==> config.mk <==
export PLATFORM = sky130hd
export DESIGN_NAME = writeback_stage
export DESIGN_NICKNAME = d
export VERILOG_FILES = /design/src/rtl/writeback_stage.sv
export SDC_FILE = /design/constraint.sdc
export NUM_CORES = 1
export LEC_CHECK = 0
export BUFFER_PORTS_ARGS = -buffer_cell sky130_fd_sc_hd__buf_2
export CAP_MARGIN = 20
export CORE_MARGIN = 5
export CORE_UTILIZATION = 45
export DETAILED_ROUTE_END_ITERATION = 16
export GPL_TIMING_DRIVEN = 0
export PLACE_DENSITY_LB_ADDON = 0.25
export SLEW_MARGIN = 40
export SYNTH_ARGS = -nofsm -noshare
export SYNTH_HDL_FRONTEND = slang
export SYNTH_SLANG_ARGS = --single-unit
export TNS_END_PERCENT = 1
==> constraint.sdc <==
create_clock -name clk -period 3.9 [get_ports clk]
set_input_delay 0.585 -clock clk [delete_from_list [all_inputs] [get_ports clk]]
set_output_delay 0.585 -clock clk [all_outputs]
set_load 0.1 [all_outputs]
==> src/rtl/writeback_stage.sv <==
// Writeback stage: buffers ALU and load results in per-source FIFOs and drives
// the two register-file write ports, holding MEM back on same-address collisions.

module wb_fifo #(
    parameter int W     = 32,
    parameter int N     = 16,
    parameter int A     = $clog2(N),
    parameter int DEPTH = 2
) (
    input  logic         clk,
    input  logic         rst_n,
    input  logic         push,
    input  logic [A-1:0] push_addr,
    input  logic [W-1:0] push_data,
    input  logic         pop,
    output logic         ready,
    output logic         head_vld,
    output logic [A-1:0] head_addr,
    output logic [W-1:0] head_data,
    output logic [N-1:0] mask
);
    localparam int PW = $clog2(DEPTH);
    localparam int CW = PW + 1;

    logic [A-1:0]  addr_q [DEPTH];
    logic [W-1:0]  data_q [DEPTH];
    logic [PW-1:0] rd_ptr, wr_ptr;
    logic [CW-1:0] count;

    // Ready looks only at the stored count so the pop side never feeds back.
    assign ready     = (count < CW'(DEPTH));
    assign head_vld  = (count != '0);
    assign head_addr = addr_q[rd_ptr];
    assign head_data = data_q[rd_ptr];

    always_ff @(posedge clk) begin
        if (push) begin
            addr_q[wr_ptr] <= push_addr;
            data_q[wr_ptr] <= push_data;
        end
    end

    always_ff @(posedge clk or negedge rst_n) begin
        if (!rst_n) begin
            rd_ptr <= '0;
            wr_ptr <= '0;
            count  <= '0;
        end else begin
            if (push) wr_ptr <= wr_ptr + PW'(1);
            if (pop)  rd_ptr <= rd_ptr + PW'(1);
            case ({push, pop})
                2'b10:   count <= count + CW'(1);
                2'b01:   count <= count - CW'(1);
                default: ;
            endcase
        end
    end

    // An entry is live when its distance from the read pointer is below count.
    always_comb begin
        logic [PW-1:0] off;
        off  = '0;
        mask = '0;
        for (int i = 0; i < DEPTH; i++) begin
            off = PW'(i) - rd_ptr;
            if (CW'(off) < count) mask[addr_q[i]] = 1'b1;
        end
    end
endmodule

module writeback_stage #(
    parameter int W     = 32,
    parameter int N     = 16,
    parameter int A     = $clog2(N),
    parameter int DEPTH = 2
) (
    input  logic         clk,
    input  logic         rst_n,
    input  logic         alu_valid,
    output logic         alu_ready,
    input  logic [A-1:0] alu_addr,
    input  logic [W-1:0] alu_data,
    input  logic         mem_valid,
    output logic         mem_ready,
    input  logic [A-1:0] mem_addr,
    input  logic [W-1:0] mem_data,
    output logic         wr_en1,
    output logic [A-1:0] wr_addr1,
    output logic [W-1:0] wr_data1,
    output logic         wr_en2,
    output logic [A-1:0] wr_addr2,
    output logic [W-1:0] wr_data2,
    output logic [N-1:0] pend_mask
);
    logic         alu_hv, mem_hv, alu_pop, mem_pop;
    logic [A-1:0] alu_ha, mem_ha;
    logic [W-1:0] alu_hd, mem_hd;
    logic [N-1:0] alu_mask, mem_mask;

    wb_fifo #(.W(W), .N(N), .A(A), .DEPTH(DEPTH)) u_alu_fifo (
        .clk(clk), .rst_n(rst_n),
        .push(alu_valid & alu_ready), .push_addr(alu_addr), .push_data(alu_data),
        .pop(alu_pop), .ready(alu_ready),
        .head_vld(alu_hv), .head_addr(alu_ha), .head_data(alu_hd), .mask(alu_mask)
    );

    wb_fifo #(.W(W), .N(N), .A(A), .DEPTH(DEPTH)) u_mem_fifo (
        .clk(clk), .rst_n(rst_n),
        .push(mem_valid & mem_ready), .push_addr(mem_addr), .push_data(mem_data),
        .pop(mem_pop), .ready(mem_ready),
        .head_vld(mem_hv), .head_addr(mem_ha), .head_data(mem_hd), .mask(mem_mask)
    );

    // On an address collision ALU wins; MEM waits so the older ALU value is
    // never written after the load that follows it.
    assign alu_pop = alu_hv;
    assign mem_pop = mem_hv & ~(alu_hv & (alu_ha == mem_ha));

    always_ff @(posedge clk or negedge rst_n) begin
        if (!rst_n) begin
            wr_en1   <= 1'b0;
            wr_addr1 <= '0;
            wr_data1 <= '0;
            wr_en2   <= 1'b0;
            wr_addr2 <= '0;
            wr_data2 <= '0;
        end else begin
            wr_en1 <= alu_pop;
            wr_en2 <= mem_pop;
            if (alu_pop) begin
                wr_addr1 <= alu_ha;
                wr_data1 <= alu_hd;
            end
            if (mem_pop) begin
                wr_addr2 <= mem_ha;
                wr_data2 <= mem_hd;
            end
        end
    end

    always_comb begin
        pend_mask = alu_mask | mem_mask;
        if (wr_en1) pend_mask[wr_addr1] = 1'b1;
        if (wr_en2) pend_mask[wr_addr2] = 1'b1;
    end
endmodule

==> insert_results.sql <==
INSERT INTO impl_metrics (metric_group, metric, value, unit) VALUES
('timing', 'worst_slew_pin_tran', '721.5', 'ps'),
('global_route', 'grt_antenna_before_repair', '1', ''),
('layout', 'postLayoutCoreUtil', '0.5652', ''),
('floorplan', 'rows', '51', ''),
('clock_tree', 'cts.hold.buffers_added', '0', ''),
('placement', 'port_buffers', '167', ''),
('global_route', 'grt_util_all_layers', '0.1724', ''),
('floorplan', 'design.die.area', '0.02300', 'mm²'),
('layout', 'layout.cells.most_common', 'buf_2', ''),
('worst_hold_path', 'hold_removal_path_class', 'input pin to async pin', ''),
('critical_path', 'timing.critical_path.slowest_stage_cell', 'a221oi_1', ''),
('critical_path', 'cp-start-kind', 'flop', ''),
('synthesis', 'synth.ff_latch_count', '226', ''),
('critical_path', 'slowest_delay', '490', 'ps'),
('drt', 'viasPerCell', '5.322', ''),
('timing', 'fin_setup_tns', '0', 'ps'),
('drt', 'ant_nets', '0', ''),
('drt', 'drt_first_pass_iters', '6', ''),
('clock_tree', 'cts-buffers-inserted', '24', ''),
('clock_tree', 'cts_resized', '0', ''),
('timing', 'finalSetupViolCount', '0', ''),
('floorplan', 'chipHeight', '151.7', 'µm'),
('global_route', 'grt_max_degree', '43', ''),
('drt', 'drt_wl_total', '20000', 'µm'),
('synthesis', 'ys_seq_area_frac', '0.7061', ''),
('drt', 'number_of_drc_violations_after_detailed_routing', '0', ''),
('clock_tree', 'insertion_delay', '520', 'ps'),
('layout', 'nets', '859', ''),
('timing', 'period_needed', '3251', 'ps'),
('timing', 'fin_crit_sh', '0.8337', ''),
('critical_path', 'critical_path_arrival', '2670', 'ps'),
('timing', 'fmaxAchievable', '307.6', 'MHz'),
('global_route', 'grt_pass1_vias', '5891', ''),
('layout', 'post_route_cells_drive_above_1_share', '0.3642', ''),
('critical_path', 'cpLargestDelayFamily', 'compound AO/OA/AOI/OAI gates', ''),
('layout', 'area_growth', '22.63', '%'),
('clock_tree', 'clock-sinks', '226', ''),
('placement', 'place.gp.congestion', '0.8947', ''),
('job', 'drv_cap', '0', ''),
('synthesis', 'synth_area_per_inst', '15.49', 'µm²'),
('timing', 'rsz0062_at_grt', 'no', ''),
('outcome', 'outcome', 'complete, no violations', ''),
('critical_path', 'rrSetupSlack', '1240', 'ps'),
('floorplan', 'initial_utilization', '0.4609', ''),
('critical_path', 'worstReg2RegStart', 'u_alu_fifo.rd_ptr$_DFFE_PN0P_', ''),
('critical_path', 'reg2reg_depth', '10', ''),
('placement', 'detailedPlacementHpwl', '14210', 'µm'),
('timing', 'report.final.slew_viol_count', '0', ''),
('clock_tree', 'post-cts-setup-buffers', '0', ''),
('synthesis', 'syn-num-nets', '661', ''),
('global_route', 'grt_first_pass_wirelength', '31290', 'µm'),
('critical_path', 'crit_path_end_kind', 'output pin', ''),
('critical_path', 'critical_path.reg2reg.endpoint', 'u_mem_fifo.count[1]$_DFFE_PN0P_', ''),
('critical_path', 'criticalPathCategory', 'flop to output pin', ''),
('critical_path', 'critPathLaunch', 'u_mem_fifo.rd_ptr$_DFFE_PN0P_', ''),
('clock_tree', 'cts_tree', 'built', ''),
('layout', 'commonest_cells_after_routing_fill_and_taps_aside', '166 x buf_2, 144 x edfxtp_1, 82 x dfrtp_1, 50 x mux2_2, 46 x nand2_1', ''),
('drt', 'detailroute.via_count', '5673', ''),
('timing', 'skew', '34.79', 'ps'),
('clock_tree', 'clock_root_buffer_master', 'clkbuf_16', ''),
('floorplan', 'floorplan.io_pins', '168', ''),
('timing', 'timing.max_slew.rel_slack', '0.5190', ''),
('floorplan', 'die_x', '151.7', 'µm'),
('timing', 'hold_violations', '0', ''),
('critical_path', 'cells_along_the_critical_path', 'buf_6 -> a21oi_1 -> nor2b_1 -> a221oi_1 -> o221ai_1 -> buf_2', ''),
('synthesis', 'number_of_instances_in_the_synthesized_netlist', '583', ''),
('synthesis', 'synth.yosys.warnings', '0', ''),
('global_route', 'grt_overflow', '0', ''),
('synthesis', 'yosys.cell_types.count', '38', ''),
('clock_tree', 'htree_levels', '1', ''),
('clock_tree', 'clkSlewWorstSetupHoldPaths', '60', 'ps'),
('critical_path', 'required', '3310', 'ps'),
('critical_path', 'critPathMaxFanout', '10', ''),
('drt', 'wire_per_inst', '18.76', 'µm'),
('critical_path', 'critical_path.n_buffers_inverters', '2', ''),
('synthesis', 'synth_area', '0.009030', 'mm²'),
('floorplan', 'design.core.area', '0.01959', 'mm²'),
('clock_tree', 'ctsLongestPathBuffers', '3', ''),
('drt', 'drt_first_iter_violations', '397', '');
-- layer usage --
| layer | GRT usage | vias to the layer above | wire length, µm |
|---|---|---|---|
| met2 | 0.2767 | 252 | 9369 |
| met1 | 0.2230 | 2749 | 7984 |
| li1 | - | 2616 | - |
| met3 | 0.05889 | 54 | 2030 |
| met4 | 0.05256 | 2 | 599 |
| met5 | 0 | - | 13 |
-- area by class of cell --
type	count	area, µm²
Sequential cell	226	6376
Multi-Input combinational cell	329	2525
Timing Repair Buffer	172	942.2
Fill cell	1607	8517
Inverter	9	33.78
Antenna cell	2	5.005
Clock inverter	14	106.4
Clock buffer	30	633.1
Buffer	19	120.1
Tap cell	265	331.6
-- synth_stat cells (all sizes together) --
cell	n	area, µm²
a221oi	9	78.83
o221ai	16	140.1
clkbuf	11	41.29
inv	9	33.78
dfrtp	82	2052
o22a	1	8.760
nor4	2	12.51
or3b	3	26.28
nand2	46	172.7
xor2	3	26.28
nor2	25	93.84
a31oi	1	12.51
mux2	64	773.2
buf	8	78.83
nand3	5	25.02
ha	2	25.02
o22ai	15	93.84
or3	2	12.51
mux2i	44	440.4
xnor2	11	96.34
o21ai	32	160.2
nand2b	12	75.07
edfxtp	144	4324
and3	2	12.51
a211oi	4	30.03
a21oi	8	40.04
or2	3	18.77
nor3	7	40.04
o221a	1	11.26
nand3b	4	30.03
nor2b	5	31.28
and2	2	12.51
-- metrics by stage --
stage | instance area, µm² | std cells | hold WS, ps | setup WS [ps]
2_1_floorplan | 9030 | 583 | 289.4 | 567.9
3_3_place_gp | 10200 | 1015 | 458.2 | 116.9
3_5_place_dp | 10330 | 1020 | 470.1 | 1212
4_1_cts | 11070 | 1064 | 3.406 | 645.3
5_1_grt | 11070 | 1064 | 26.41 | 444.7
6_report | 11070 | 1066 | 5.955 | 648.5
-- worst max-delay path by stage --
stage                                              endpoint  slack, ps  cells past startpoint
after floorplan                               pend_mask[13]        570                      5
after global placement    u_mem_fifo.data_q[0][4]$_DFFE_PP_        120                      3
after detailed placement                      pend_mask[11]       1210                      6
after CTS                                      pend_mask[8]        650                      7
after global routing                           pend_mask[0]        440                      6
final                                         pend_mask[14]        650                      6
-- logic make-up (layout without fill, tap and decap cells) --
family,count (synthesis),after routing,share of synthesized area
DFF,226,226,0.7061
and+or+nand+nor,118,118,0.06235
muxes,108,108,0.1344
AOI/OAI and AO/OA,87,87,0.06374
buffers and inverters,28,244,0.01704
xor gates and xnor gates,14,14,0.01358
adders and majority gates,2,2,0.002771
other,0,2,0
-- sequential cells by signal, indices dropped and copies added (netlist names), 4 cells and up --
register and count:
u_alu_fifo.data_q 64, u_mem_fifo.data_q 64, wr_data1 32, wr_data2 32, u_alu_fifo.addr_q 8, u_mem_fifo.addr_q 8, wr_addr1 4, wr_addr2 4
-- worst reg2reg max path, stage by stage, from the launching register on --
cell and delay, ps:
dfrtp_1 410, buf_6 180, mux2i_1 480, xor2_1 220, nor3_2 60, a31oi_2 260
buf_6 210, buf_8 180, ha_1 280, nor2_1 140, xnor2_1 140
Power is left out: the tool's default activity adds up to more than one toggle a clock period on the data nets, which glitch-free logic cannot reach.
